==> src/rtl/pri_decoder2.sv <==
// pri_decoder2: sequential 2-to-4 decoder for 3-bit priority codes.
// Codes 0..3 drive a one-hot line held for HOLD_CYCLES cycles, code 7 means
// "no request" and pulses none_flag, codes 4..6 are illegal and set a sticky
// err. Accepted legal codes are counted in a saturating 8-bit counter.
module pri_decoder2 #(
  parameter int HOLD_CYCLES = 4
) (
  input  logic       clk,
  input  logic       rst_n,
  input  logic       code_valid,
  input  logic [2:0] code,
  output logic       code_ready,
  input  logic       err_clr,
  output logic [3:0] line,
  output logic       line_valid,
  output logic       none_flag,
  output logic       err,
  output logic [7:0] evt_cnt
);

  // Hold counter is at least one bit wide so HOLD_CYCLES = 1 still elaborates.
  localparam int CNT_W = ($clog2(HOLD_CYCLES) > 1) ? $clog2(HOLD_CYCLES) : 1;
  localparam logic [CNT_W-1:0] CNT_LOAD = CNT_W'(HOLD_CYCLES - 1);
  localparam logic [CNT_W-1:0] CNT_ZERO = '0;

  typedef enum logic {
    ST_IDLE = 1'b0,
    ST_HOLD = 1'b1
  } state_t;

  state_t           r_state;
  logic [CNT_W-1:0] r_cnt;
  logic [3:0]       r_line;
  logic             r_line_valid;
  logic             r_none_flag;
  logic             r_err;
  logic [7:0]       r_evt_cnt;

  logic       w_accept;
  logic       w_legal;
  logic       w_none;
  logic       w_illegal;
  logic       w_final_hold;
  logic [3:0] w_onehot;

  // Classify the presented code: bit 2 clear means a line select.
  assign w_legal   = ~code[2];
  assign w_none    = (code == 3'd7);
  assign w_illegal = code[2] & ~w_none;

  // One-hot expansion of the low two code bits.
  for (genvar gi = 0; gi < 4; gi++) begin : g_onehot
    assign w_onehot[gi] = (code[1:0] == 2'(gi));
  end

  // Ready in IDLE, or in the last cycle of a hold so the next code can follow
  // without a gap in line_valid.
  assign w_final_hold = (r_state == ST_HOLD) && (r_cnt == CNT_ZERO);
  assign code_ready   = (r_state == ST_IDLE) || w_final_hold;
  assign w_accept     = code_valid && code_ready;

  // Control FSM with all registered outputs.
  always_ff @(posedge clk or negedge rst_n) begin
    if (!rst_n) begin
      r_state      <= ST_IDLE;
      r_cnt        <= CNT_ZERO;
      r_line       <= 4'b0000;
      r_line_valid <= 1'b0;
      r_none_flag  <= 1'b0;
      r_err        <= 1'b0;
      r_evt_cnt    <= 8'd0;
    end else begin
      // none_flag is a single-cycle pulse unless re-armed below.
      r_none_flag <= 1'b0;

      // Setting by an illegal accept takes priority over a clear request.
      if (w_accept && w_illegal) begin
        r_err <= 1'b1;
      end else if (err_clr) begin
        r_err <= 1'b0;
      end

      if (w_accept) begin
        if (w_legal) begin
          r_line       <= w_onehot;
          r_line_valid <= 1'b1;
          r_cnt        <= CNT_LOAD;
          r_state      <= ST_HOLD;
          if (r_evt_cnt != 8'hFF) begin
            r_evt_cnt <= r_evt_cnt + 8'd1;
          end
        end else begin
          // Code 7 or an illegal code: drop the line and return to IDLE.
          r_line       <= 4'b0000;
          r_line_valid <= 1'b0;
          r_cnt        <= CNT_ZERO;
          r_state      <= ST_IDLE;
          r_none_flag  <= w_none;
        end
      end else if (r_state == ST_HOLD) begin
        if (r_cnt != CNT_ZERO) begin
          r_cnt <= r_cnt - 1'b1;
        end else begin
          r_line       <= 4'b0000;
          r_line_valid <= 1'b0;
          r_state      <= ST_IDLE;
        end
      end
    end
  end

  assign line       = r_line;
  assign line_valid = r_line_valid;
  assign none_flag  = r_none_flag;
  assign err        = r_err;
  assign evt_cnt    = r_evt_cnt;

endmodule

==> config.mk <==
export PLATFORM = sky130hd
export DESIGN_NAME = pri_decoder2
export DESIGN_NICKNAME = d
export VERILOG_FILES = /design/src/rtl/pri_decoder2.sv
export SDC_FILE = /design/constraint.sdc
export NUM_CORES = 1
export LEC_CHECK = 0
export CORE_ASPECT_RATIO = 1.1
export CORE_MARGIN = 2
export CORE_UTILIZATION = 25
export DETAILED_ROUTE_END_ITERATION = 8
export PLACE_DENSITY = 0.46
export SYNTH_ARGS = -nofsm -noshare
export SYNTH_HDL_FRONTEND = slang
export SYNTH_SLANG_ARGS = --single-unit
==> constraint.sdc <==
create_clock -name clk -period 1.5 [get_ports clk]
set_input_delay 0.15 -clock clk [delete_from_list [all_inputs] [get_ports clk]]
set_output_delay 0.15 -clock clk [all_outputs]
set_load 0.03 [all_outputs]
==> impl_metrics.json, run 1 <==
{
  "fp.coreArea_sq_mm": 0.00333,
  "start_util": 0.259,
  "dp_slack_ps": -24.3,
  "grt_pass1_vias": 707,
  "dieArea_sq_mm": 0.00394,
  "max-clock-path-buffers": 2,
  "wl_met2_um": 869,
  "hold_ws_ps": 172,
  "dp_hpwl_um": 1350,
  "synth_xor_area_frac": 0.0304,
  "fin_total_pwr_uw": 2280,
  "grt_pass1_wl_um": 3110,
  "dr.pass1.iters": 3,
  "syn_area_sq_um": 863,
  "setup-tns-final_ps": -70.7,
  "final_core_util": 0.399,
  "post_drt_wl_per_cell_um": 11.1,
  "io_buffers": 22,
  "crit_family": "flip-flops",
  "crit_path_start_kind": "flip-flop",
  "wl_met1_um": 859,
  "final_nets": 126,
  "critPathMostFrequentCell": "buf_6",
  "clkSinkCount": 18,
  "synth_cell_types": 34,
  "max_freq_mhz": 637,
  "synth_nets": 88,
  "drt-total-wl_um": 1830,
  "ir_worst_vdd_uv": 717,
  "cp-end-kind": "output pin",
  "rsz0062_at_grt": "true",
  "grt_use_total": 0.104,
  "ys_seq_elements": 18,
  "fin_skew_ps": 3.04,
  "yosys.area_share.adder": 0.0290,
  "power_density_mw_per_mm2": 1720,
  "synth_compound_area_frac": 0.106,
  "drive_above_1_share": 0.328,
  "tightest_slew_ps": 319,
  "num_rows": 22,
  "worst_path_max_delay_cell": "dfrtp_1",
  "synthCells": 79,
  "switching_share": 0.409,
  "viasPerCell": 4.30,
  "worstSkewPairLatency_ps": 290,
  "num_vias": 705,
  "wl_met3_um": 71,
  "min_path_type": "primary input to async pin",
  "grt_antenna_before_repair": 0,
  "period_share": 1.05,
  "slew_viol_final": 0,
  "path_cells": "inv_2 -> ha_4 -> and2b_4 -> inv_8 -> buf_6 -> buf_6",
  "status": "finished, violations left",
  "muxShareOfSynthArea": 0.0536,
  "topRoutingLayerUsed": "met4",
  "drc_errors": 0,
  "timing.slew.headroom": 0.787,
  "violations": "negative setup slack",
  "yosysSeqAreaShare": 0.522,
  "critPathKind": "flip-flop to output pin",
  "setup_viol_count_final": 1,
  "clkTransAtPathRegs_ps": 110,
  "overflow": 0,
  "synth_top_area_frac": 0.522,
  "grt_max_degree": 19,
  "yosysTopAreaCell": "dfrtp_1",
  "synth_top_family_by_area": "simple AND/OR/NAND/NOR gates",
  "worst-path-buf-inv": 4,
  "power_frac_clock": 0.133,
  "cp_max_fo": 4,
  "p_sw_uw": 934,
  "initialDrtViolationCount": 12,
  "post-route-min-period_ps": 1570,
  "die_w_um": 60.0,
  "synth_area_leaders": "dfrtp_1, nand2_1, xor2_1, a21oi_1, ha_1",
  "drtAntennaViolNets": 0,
  "finalHoldViolCount": 0,
  "num_io_pins": 23,
  "power_frac_comb": 0.532,
  "internal_power_uw": 1350,
  "max_cap_viol_count": 0,
  "cellLeakagePower_uw": 0.000661,
  "area_growth_pct": 53.9,
  "ys_warn_count": 0,
  "htree_num_levels": 1,
  "p_seq_frac": 0.336,
  "arrival_ps": 1420,
  "fin_ws_ps": -70.7,
  "insertedDiodeCount": 0,
  "required_ps": 1350,
  "synth_simple_gate_area_frac": 0.223,
  "cts_tree": "built",
  "cts_buffers": 3,
  "gp_congestion": 0.732,
  "critPathMaxStageDelay_ps": 370,
  "root_buffer": "clkbuf_4",
  "synth_area_per_cell_sq_um": 10.9,
  "die_h_um": 65.6
}
==> worst paths after layout <==
path | slack [ps] | endpoint | cells after the start | startpoint
min in group clk | 480 | line_valid | 2 | line_valid
max | -70 | code_ready | 6 | r_cnt[0]
min | 170 | line[0] | 2 | rst_n
min reg2reg | 480 | line_valid | 2 | line_valid
max in group asynchronous | 1120 | evt_cnt[0] | 2 | rst_n
max reg2reg | 30 | evt_cnt[1] | 7 | r_cnt[0]
==> per-layer routing <==
metal / GRT usage / vias up
met5: 0 / -
li1: - / 353
met1: 0.143 / 337
met2: 0.159 / 13
met3: 0.0138 / 2
met4: 0.0500 / 0
==> flip-flops by register name (all words and copies together) (netlist names) <==
register    flops
evt_cnt         8
line            4
r_cnt           2
err             1
line_valid      1
none_flag       1
r_state         1
==> per-stage QoR <==
| stage | cell area (sq um) | cells |
|---|---|---|
| global placement | 1240 | 158 |
| CTS | 1300 | 163 |
| global route | 1330 | 164 |
| floorplan | 893 | 79 |
| detailed placement | 1240 | 158 |
| finish | 1330 | 164 |
==> layout make-up <==
class                           count  area, sq um
Clock buffer                        4         36.3
Tap cell                           48         60.1
Multi-Input combinational cell     54          420
Inverter                            6         32.5
Fill cell                         347         2000
Timing Repair Buffer               34          327
Sequential cell                    18          453
==> cell families after synthesis <==
kind of cell	count (synthesis)
AO/OA/AOI/OAI	13
XOR/XNOR	3
adder cells (fa/ha/maj)	2
buffers and inverters	7
flip-flops	18
multiplexers	4
AND/OR/NAND/NOR	32
==> cells in the final DEF (no fill, tap or decap), types with 2 or more instances in the layout <==
cell	Yosys	routed
a21oi_1	5	5
a22o_1	2	2
buf_4	0	10
buf_6	0	2
clkbuf_4	0	3
clkdlybuf4s50_1	0	8
dfrtp_1	18	16
dfrtp_2	0	2
dlygate4sd2_1	0	9
dlymetal6s2s_1	0	4
inv_1	4	2
inv_2	0	2
mux2i_1	2	2
nand2_1	9	9
nor2_1	4	3
nor3_1	3	2
nor3_4	1	2
o211ai_1	2	2
or3_1	2	2
xor2_1	3	3
==> power groups by stage <==
| stage | logic [uW] | clock network (uW) | registers (uW) |
|---|---|---|---|
| 2_1_floorplan | 503 | 0 | 986 |
| 3_3_place_gp | 1170 | 0 | 772 |
| 3_5_place_dp | 1170 | 0 | 780 |
| 4_1_cts | 1210 | 322 | 769 |
| 5_1_grt | 1320 | 334 | 788 |
| 6_report | 1210 | 304 | 766 |
==> synth_stat cells (all sizes together) <==
library cell and instances:
inv 6, clkbuf 1, and3 2, nand3 2, a22o 2, nor2 4
o211ai 2, xor2 3, a32o 1, ha 2, mux2 2, nand2 11
and2 1, a21oi 6, o21ai 1, nand2b 1, nand4 1, or3 2
and2b 2, nor2b 1, dfrtp 18, mux2i 2, nor3 5, a41o 1
==> timing repair <==
item | 4_1_cts | 5_1_grt
pin swaps | 1 | 3
buffers inserted | 1 | 1
hold buffers | 0 | 0
gates resized for setup | 14 | 8
setup endpoints to repair | 13 | 11
endpoints found under the hold margin | 0 | 0
No activity file was read; power rests on OpenSTA's default activity.
==> run 2, diff against run 1 <==
==> constraint.sdc (replaced) <==
create_clock -name clk -period 1.5 [get_ports clk]
set_input_delay 0.225 -clock clk [delete_from_list [all_inputs] [get_ports clk]]
set_output_delay 0.225 -clock clk [all_outputs]
set_load 0.03 [all_outputs]
==> run 2 against run 1 <==
  * The run still ends with negative setup slack left
  * Register-to-register slack worse by 120 ps
  * Power up 6.5%
  * Critical path type unchanged
  * Largest power group unchanged
  * Clock skew up 4.9 ps
  * Wire length up 4.3%
  * Via count up 1.4%
  * Clock power up 3%
  * Global-route usage up 0.56 points
  * Non-clock buffer count up 4
  * First-iteration DRC count down 25%
  * Largest cell class is now multi-input combinational cells
==> impl_metrics.json, run 2 (synthesis gave the netlist of run 1 again) <==
{
  "status": "finished, violations left",
  "violations": "negative setup slack",
  "period_share": 1.10,
  "fp.coreArea_sq_mm": 0.00333,
  "post_drt_wl_per_cell_um": 11.3,
  "dp_slack_ps": -90.5,
  "reg2reg_slack_ps": -90,
  "cts.hold.buffers_added": 0,
  "required_ps": 1270,
  "cp_max_fo": 2,
  "largest_register_ffs": 8,
  "p_seq_frac": 0.315,
  "fin_ws_ps": -151,
  "top_usage_layer": "met2",
  "overflow": 0,
  "internal_power_uw": 1420,
  "fill_cells": 335,
  "grt_pass1_wl_um": 3250,
  "max_freq_mhz": 606,
  "worstSkewPairLatency_ps": 300,
  "cts_tree": "built",
  "die_w_um": 60.0,
  "dp_hpwl_um": 1350,
  "cp-end-kind": "output pin",
  "htree_num_levels": 1,
  "r2r_start": "r_cnt[0]",
  "num_rows": 22,
  "crit_path_start_kind": "flip-flop",
  "timing.slew.headroom": 0.799,
  "ir_worst_vdd_uv": 723,
  "fin_area_sq_mm": 0.00140,
  "clkTransAtPathRegs_ps": 110,
  "grt_pass1_vias": 760,
  "start_util": 0.259,
  "num_io_pins": 23,
  "met2_usage": 0.174,
  "area_growth_pct": 61.7,
  "grt_use_met1": 0.143,
  "power_frac_comb": 0.556,
  "drtAntennaViolNets": 0,
  "root_buffer": "clkbuf_4",
  "cellLeakagePower_uw": 0.000645,
  "power_frac_clock": 0.129,
  "arrival_ps": 1430,
  "switching_share": 0.415,
  "clkSinkCount": 18,
  "max-clock-path-buffers": 2,
  "layout_common_cells": "dfrtp_1, dlygate4sd2_1, buf_4",
  "reg2regPathDepth": 8,
  "dr.pass1.iters": 2,
  "grt_max_degree": 19,
  "power_density_mw_per_mm2": 1740,
  "final_core_util": 0.419,
  "grt_antenna_before_repair": 0,
  "cts_buffers": 3,
  "finalHoldViolCount": 0,
  "die_h_um": 65.6,
  "post-route-min-period_ps": 1650,
  "critPathKind": "flip-flop to output pin",
  "layout_commonest_cell": "dfrtp_1",
  "p_sw_uw": 1010,
  "min_path_type": "primary input to async pin",
  "grt_use_total": 0.110,
  "fin_skew_ps": 7.99,
  "io_buffers": 22,
  "drc_errors": 0,
  "drt-total-wl_um": 1910,
  "r2r_end": "evt_cnt[1]",
  "viasPerCell": 4.26,
  "setup_viol_count_final": 7,
  "max_cap_viol_count": 0,
  "dpl_cell_area_sq_mm": 0.00124,
  "dieArea_sq_mm": 0.00394,
  "rsz0062_at_grt": "true",
  "tightest_slew_ps": 303,
  "insertedDiodeCount": 0,
  "gp_congestion": 0.732,
  "drive_above_1_share": 0.392,
  "slew_viol_final": 0,
  "num_vias": 715,
  "hold_ws_ps": 237,
  "dp_cells": 158,
  "stdcell_count": 168,
  "initialDrtViolationCount": 9,
  "final_nets": 130,
  "met3_usage": 0.0138
}
run 2: metrics by stage:
step | total power [uW] | setup TNS, ps
after floorplan | 1490 | -22.6
after global placement | 1950 | -287
after detailed placement | 1950 | -347
after CTS | 2340 | -405
after global routing | 2580 | -912
final | 2430 | -377
run 2: routing by layer:
| layer | part of all wire | routed length, um | up-vias |
|---|---|---|---|
| met5 | 0 | 0 | - |
| met4 | 0.019 | 36 | 0 |
| li1 | - | - | 356 |
| met2 | 0.46 | 879 | 15 |
| met1 | 0.48 | 917 | 340 |
| met3 | 0.037 | 71 | 4 |
run 2: layout make-up:
| cell class | instances | area (sq um) | area share |
|---|---|---|---|
| well taps | 48 | 60.1 | 0.0430 |
| repair buffers | 38 | 358 | 0.256 |
| multi-input cells | 54 | 457 | 0.327 |
| inverters | 6 | 32.5 | 0.0233 |
| clock buffers | 4 | 36.3 | 0.0260 |
| flip-flops and latches | 18 | 453 | 0.324 |
run 2: worst max path at each step:
| stage | from | end | slack [ps] |
|---|---|---|---|
| after floorplan | evt_cnt[1] | evt_cnt[1] | -20 |
| after global placement | code[2] | evt_cnt[5] | -80 |
| after detailed placement | code[2] | evt_cnt[5] | -90 |
| after CTS | r_cnt[0] | code_ready | -160 |
| after global routing | r_cnt[0] | code_ready | -200 |
| final | r_cnt[0] | code_ready | -150 |
run 2: repair_timing:
| action | in CTS | in global routing |
|---|---|---|
| setup buffers | 3 | 4 |
| gates resized for setup | 29 | 8 |
| setup endpoints to repair | 19 | 11 |
| gates cloned | 0 | 0 |
| endpoints found under the hold margin | 0 | 0 |
| pin swaps | 4 | 4 |
run 2: worst max-delay path, stage by stage (launching register included):
cell	delay [ps]
dfrtp_1	370
inv_2	60
ha_4	150
and2b_4	280
inv_8	30
buf_6	100
buf_6	130
run 2: power groups by stage:
stage / registers (uW) / clock network (uW) / logic, uW
final: 766 / 313 / 1350
after global routing: 790 / 336 / 1450
after CTS: 770 / 324 / 1250
after detailed placement: 780 / 0 / 1170
after global placement: 772 / 0 / 1170
after floorplan: 986 / 0 / 503
